`src/rtl/ila_dump_ctrl.sv`:
```
// ILA sample buffer readout sequencer: walks index/word select,
// hides the buffer read latency and streams words over valid/ready.
module ila_dump_ctrl #(
  parameter int DATA_W   = 32,
  parameter int BUFFER_W = 10,
  parameter int WORDS    = 2,
  parameter int SEL_W    = 1,
  parameter int READ_LAT = 2
) (
  input  logic                clk_i,
  input  logic                arst_n_i,
  input  logic                cke_i,
  input  logic                start_i,
  input  logic                abort_i,
  input  logic                circular_i,
  input  logic [BUFFER_W-1:0] samples_i,
  output logic [BUFFER_W-1:0] index_o,
  output logic [SEL_W-1:0]    value_select_o,
  input  logic [DATA_W-1:0]   value_i,
  output logic                m_valid_o,
  output logic [DATA_W-1:0]   m_data_o,
  output logic                m_last_o,
  input  logic                m_ready_i,
  output logic                busy_o,
  output logic                done_o
);

  localparam int CNT_W = BUFFER_W + 1;
  localparam int WT_W  = $clog2(READ_LAT + 1);

  typedef enum logic [1:0] {
    S_IDLE,
    S_WAIT,
    S_PRESENT,
    S_DONE
  } state_e;

  typedef logic [CNT_W-1:0] cnt_t;

  localparam cnt_t             DEPTH    = cnt_t'(1) << BUFFER_W;
  localparam logic [SEL_W-1:0] SEL_LAST = SEL_W'(WORDS - 1);
  localparam logic [WT_W-1:0]  WT_LAST  = WT_W'(READ_LAT);

  state_e              state_q, state_d;
  logic [BUFFER_W-1:0] index_q, index_d;
  logic [SEL_W-1:0]    sel_q, sel_d;
  cnt_t                scnt_q, scnt_d;
  cnt_t                total_q, total_d;
  logic [WT_W-1:0]     wcnt_q, wcnt_d;
  logic                valid_q, valid_d;
  logic [DATA_W-1:0]   data_q, data_d;
  logic                last_q, last_d;

  logic [BUFFER_W-1:0] first_idx;
  cnt_t                first_tot;

  always_comb begin
    state_d   = state_q;
    index_d   = index_q;
    sel_d     = sel_q;
    scnt_d    = scnt_q;
    total_d   = total_q;
    wcnt_d    = wcnt_q;
    valid_d   = valid_q;
    data_d    = data_q;
    last_d    = last_q;
    first_idx = circular_i ? samples_i : '0;
    first_tot = circular_i ? DEPTH : {1'b0, samples_i};

    unique case (state_q)
      S_IDLE: begin
        if (start_i && !abort_i) begin
          total_d = first_tot;
          if (first_tot == '0) begin
            state_d = S_DONE;
          end else begin
            index_d = first_idx;
            sel_d   = '0;
            scnt_d  = '0;
            wcnt_d  = '0;
            state_d = S_WAIT;
          end
        end
      end
      S_WAIT: begin
        if (wcnt_q == WT_LAST) begin
          data_d  = value_i;
          valid_d = 1'b1;
          last_d  = (scnt_q == total_q - cnt_t'(1)) &&
                    (sel_q == SEL_LAST);
          state_d = S_PRESENT;
        end else begin
          wcnt_d = wcnt_q + WT_W'(1);
        end
      end
      S_PRESENT: begin
        if (m_ready_i) begin
          valid_d = 1'b0;
          last_d  = 1'b0;
          if (last_q) begin
            state_d = S_DONE;
          end else begin
            // word select is the fast index, sample address the slow one
            if (sel_q != SEL_LAST) begin
              sel_d = sel_q + SEL_W'(1);
            end else begin
              sel_d   = '0;
              scnt_d  = scnt_q + cnt_t'(1);
              index_d = index_q + BUFFER_W'(1);
            end
            wcnt_d  = '0;
            state_d = S_WAIT;
          end
        end
      end
      S_DONE: begin
        state_d = S_IDLE;
      end
    endcase

    if (abort_i && (state_q != S_IDLE)) begin
      state_d = S_IDLE;
      valid_d = 1'b0;
      last_d  = 1'b0;
      index_d = '0;
      sel_d   = '0;
    end
  end

  always_ff @(posedge clk_i or negedge arst_n_i) begin
    if (!arst_n_i) begin
      state_q <= S_IDLE;
      index_q <= '0;
      sel_q   <= '0;
      scnt_q  <= '0;
      total_q <= '0;
      wcnt_q  <= '0;
      valid_q <= 1'b0;
      data_q  <= '0;
      last_q  <= 1'b0;
    end else if (cke_i) begin
      state_q <= state_d;
      index_q <= index_d;
      sel_q   <= sel_d;
      scnt_q  <= scnt_d;
      total_q <= total_d;
      wcnt_q  <= wcnt_d;
      valid_q <= valid_d;
      data_q  <= data_d;
      last_q  <= last_d;
    end
  end

  assign index_o        = index_q;
  assign value_select_o = sel_q;
  assign m_valid_o      = valid_q;
  assign m_data_o       = data_q;
  assign m_last_o       = last_q;
  assign busy_o         = (state_q != S_IDLE);
  assign done_o         = (state_q == S_DONE);

endmodule

```
`config.mk`:
```
export PLATFORM = sky130hd
export DESIGN_NAME = ila_dump_ctrl
export DESIGN_NICKNAME = d
export VERILOG_FILES = /design/src/rtl/ila_dump_ctrl.sv
export SDC_FILE = /design/constraint.sdc
export NUM_CORES = 1
export LEC_CHECK = 0
export ABC_AREA = 1
export ABC_CLOCK_PERIOD_IN_PS = 1800
export CORE_ASPECT_RATIO = 2
export CORE_MARGIN = 5
export CORE_UTILIZATION = 26
export DETAILED_ROUTE_END_ITERATION = 8
export PLACE_DENSITY = 0.48
export SLEW_MARGIN = 10
export SYNTH_ARGS = -nofsm -noshare
export SYNTH_HDL_FRONTEND = slang
export SYNTH_SLANG_ARGS = --single-unit
export TNS_END_PERCENT = 10
```
`constraint.sdc`:
```
create_clock -name clk_i -period 1.8 [get_ports clk_i]
set_input_delay 0.54 -clock clk_i [delete_from_list [all_inputs] [get_ports clk_i]]
set_output_delay 0.54 -clock clk_i [all_outputs]
set_load 0.01 [all_outputs]
```
**Word-level counts from Yosys, hierarchy flattened**

Cells that the tools add are included.

- Register bits: 71
- Input bits: 49
- Output and inout bits: 47
- Word-level logic and storage cells: 92

- Add/sub/neg operators: 5
- Eq/ne operators: 17
- Mux-type cells: 42
- Reductions and logical operators: 19

Operator list:

| operator | number |
|---|---|
| $mux 10 | 7 |
| $mux 11 | 6 |
| $mux 2 | 11 |
| $pmux 11 s2 | 1 |
| $reduce_and 7->1 | 3 |
| $pmux 10 s2 | 1 |
| $ne 3x3->1 const B | 6 |
| $ne 2x2->1 const B | 6 |
| $add 11x1->11 const B | 1 |
| $eq 11x11->1 | 1 |
| $logic_not 11->1 | 1 |
| $mux 1 | 11 |
| $sub 11x1->11 const B | 1 |
| $add 10x1->10 const B | 1 |
| $reduce_bool 3->1 | 3 |
| $pmux 2 s4 | 1 |
| $reduce_and 4->1 | 2 |
| $eq 2x2->1 const B | 3 |
| $pmux 1 s2 | 3 |
| $pmux 2 s3 | 1 |
| $reduce_and 3->1 | 2 |
| $reduce_and 6->1 | 1 |
| $reduce_bool 2->1 | 2 |
| $logic_and 1x1->1 | 3 |
| 5 further kinds | 5 |

**Logic depth before layout (Yosys ltp)**

- Word-level depth: 6
- Gate-level depth with buffers: 12

**Worst setup path before layout**

Ideal clock, no wire load.

- Kind: input to register
- Start point: input abort_i
- End point: register index_q[0], in the netlist index_o[0]
- Setup time: 0.065 ns
- Arrival time: 1.462 ns
- Required time: 1.735 ns
- Slack: 0.273 ns
- Cell stages on the path: 10
- Path buffers: 1
- Cells stage by stage: inv_1 nand2_1 nand2_1 nand3_2 nor2_4 nand3_4 inv_2 buf_6 nand3b_1 nand2_1

- Longest elaborated chain between the ends: 4
- Elaborated cells on any way between the ends: 11
- Classes of those cells: eq/ne: 5; mux: 1; reduce/logical: 5

RTL lines:

| what | RTL line | RTL |
|---|---|---|
| from (decl) | 14 | `input logic abort_i,` |
| $logic_not 1->1 | 72 | `if (start_i && !abort_i) begin` |
| $logic_and 1x1->1 | 72 |  |
| $ne 3x3->1 (no line) | - |  |
| $reduce_and 7->1 (no line) | - |  |
| to (signal assigned) | 143 | `index_q <= index_d;` |
| to (decl) | 45 | `logic [BUFFER_W-1:0] index_q, index_d;` |

Several ways; a longest one is shown, not always the timed one.
A chain may end at the register's enable or synchronous reset.

**Worst setup path in the final report**

- Start point: register data_q[9], in the netlist m_data_o[9]
- End point: output m_data_o[9]

RTL lines:

| what | RTL line | RTL |
|---|---|---|
| from (decl) | 51 | `logic [DATA_W-1:0] data_q, data_d;` |
| from (signal assigned) | 149 | `data_q <= data_d;` |
| to (decl) | 21 | `output logic [DATA_W-1:0] m_data_o,` |

No word-level cell between the ends.

==> impl_metrics.ini <==
[clock_network]
clockRootBuffer = clkbuf_16
cts_tree = done
clk_pin_slew_ps = 70
clock_latency_ps = 340
numCtsBuffers = 9
cts_max_level = 3
clock-sinks = 71
cts_hold_buf = 0
cts_buffer_depth = 2

[global_route]
antenna_found_initial = 0
grt_max_degree = 72
overflow = 0
grt_pass1_wl_um = 19400
grt_pass1_vias = 3901
track_usage_pct = 14.5

[yosys]
synth_edf_count = 0
synth_ff_type = dfrtp_1
synthTopCellsByArea = dfrtp_1 (46%), nand2_1 (11%), inv_1 (5.4%)
ys_ff_latch = 71
syn_inst = 473
syn-cell-area_mm2 = 0.00387
syn_nets = 526
ys_warn_count = 0
synth.most_common_cell = nand2_1
postSynth.asyncResetShare_pct = 100
synth_top_area_share_pct = 45.9
ys_seq_area_share_pct = 45.9
synth_common_cells = nand2_1 (118), dfrtp_1 (71), inv_1 (56), nor2_1 (41), nand3_1 (39)
yosysUniqueCellTypes = 35
yosys.area.top_type = dfrtp_1
avgSynthCellArea_um2 = 8.18

[setup_path]
path_class = register to output pin
path_buf_inv = 1
worst-path-max-fanout = 2
cp-start-kind = register
setup.worst_path.start = m_data_o[9]
reg2reg_slack_ps = 130
cp-end-kind = output pin
cp_data_arrival_time_ps = 1220
required_ps = 1260
r2r-start = scnt_q[2]
crit_path_max_incr_delay_ps = 530
worst_path_max_delay_cell = clkdlybuf4s50_1
critical-path-top-delay-family = buffers and inverters
path_cells = clkdlybuf4s50_1

[cells_and_area]
fillers = 1531
nets = 664
layout.area.seq_mm2 = 0.00178
syn_to_final_growth_pct = 46.7
drive_gt1_share_pct = 16.6
fin_cells = 811
insertedDiodeCount = 0
multi_input_area_mm2 = 0.00182

[hold_path]
hp-class = primary input to async pin

[floorplanning]
core.rowCount = 63
start_util_pct = 26.3
die_y_um = 183
fp.dieW_um = 96.3
pin_count = 96
coreArea_mm2 = 0.0147
dieArea_mm2 = 0.0176

[timing]
worstMarginPinSlew_ps = 545
post-route-period-util_pct = 97.7
fin_crit_ps = 1760
drv_slew = 0
hold_viol = 0
slew-limit-headroom_pct = 63.4
setup_viol = 0
final.setup_skew_ps = 10.5
fmax_mhz = 568
timing.final.ws_setup_ps = 40.8
rsz0062_at_grt = yes

[place]
dp.cells = 793
portBuffers = 95
pre_cts_slack_ps = -382
hpwlAfterDp_um = 9660
gp_congestion = 0.869

[power_and_ir_drop]
powerDensity_mw_per_mm2 = 1440
ir_worst_vdd_mv = 0.711
p_leak_nw = 3.03

[run_status]
outcome = completed

[route]
post_drt_via_cell_ratio = 4.52
drtAntennaViolNets = 0
drtIter0Drc = 129
vias = 3669
drt_first_pass_iters = 4
wl_um = 12100
wl_per_cell_um = 15.0
drc = 0

[run]
max_cap_viol_count = 0
[per-layer routing]
metal / share of wire (%) / vias up / global-route usage [%]
li1: - / 1820 / -
met1: 33 / 1732 / 13.3
met2: 59 / 86 / 28.6
met3: 2.9 / 31 / 1.98
met4: 5.0 / 0 / 8.44
met5: 0 / - / 0
[logic make-up (layout without fill, tap and decap cells)]
| group | count (synthesis) | in the layout | share of synthesized area, % |
|---|---|---|---|
| adder cells (fa/ha/maj) | 4 | 4 | 1.29 |
| AND/OR/NAND/NOR | 224 | 224 | 25.4 |
| XOR/XNOR | 9 | 9 | 2.04 |
| buffers and inverters | 72 | 215 | 7.47 |
| flip-flops | 71 | 71 | 45.9 |
| multiplexers | 32 | 32 | 9.31 |
| AO/OA/AOI/OAI | 61 | 61 | 8.60 |
[cell usage in the layout, fill, tap and decap left out, drive strengths merged]
cell type        n
clkbuf           9
clkdlybuf4s15    1
o22ai            6
xor2             5
nor2            45
o21bai           2
nand4            6
nand2          120
a21boi           1
nor3             7
inv             68
a31oi            2
dlymetal6s2s    20
or2              1
nand3b           3
clkdlybuf4s50   49
o21a             1
xnor2            4
mux2            32
dlygate4sd2     24
o21ai           44
buf             42
a21oi            4
nand3           42
ha               4
clkinvlp         2
o32ai            1
dfrtp           71
[timing repair]
item / 4_1_cts / 5_1_grt
hold endpoints to repair: 0 / 0
gates resized for setup: 28 / 29
endpoints found under the setup margin: 35 / 47
pin swaps: 0 / 2
buffers inserted: 2 / 0
[flip-flops by register name, summed over array words and instances, names as in the netlist]
name	count
value_select_o	1
scnt_q	11
index_o	10
state_q	2
m_data_o	32
wcnt_q	2
m_valid_o	1
m_last_o	1
total_q	11
[worst paths after layout]
check | to | cells after the start
max | m_data_o[9] | 1
min | total_q[5] | 2
max reg2reg | scnt_q[10] | 6
min reg2reg | m_data_o[3] | 1
max in group asynchronous | m_data_o[19] | 2
min in group clk_i | m_data_o[3] | 1
[through the flow]
step	instance area (um2)	hold slack, ps	utilization, %	setup TNS [ps]	power (mW)
floorplan	3870	244	-	0	4.68
global placement	5340	466	36.2	-13120	6.68
detailed placement	5340	481	36.2	-14160	6.72
CTS	5610	238	38.1	0	8.37
global route	5680	248	38.5	-83.4	8.84
finish	5680	205	38.5	0	8.19
[where the power goes]
part | total [mW] | internal [mW] | leakage (nW) | switching (mW)
sequential | 2.70 | 2.23 | 0.947 | 0.471
combinational | 3.74 | 1.76 | 1.94 | 1.98
clock | 1.75 | 0.963 | 0.135 | 0.783
[final cells by class]
type / instances / area share, %
tap: 195 / 4.30
clock buffer: 9 / 3.96
sequential: 71 / 31.3
multi-input combinational: 330 / 32.1
clock inverter: 7 / 1.08
timing repair buffer: 136 / 23.1
inverter: 63 / 4.21
(Power assumes the default switching activity.)
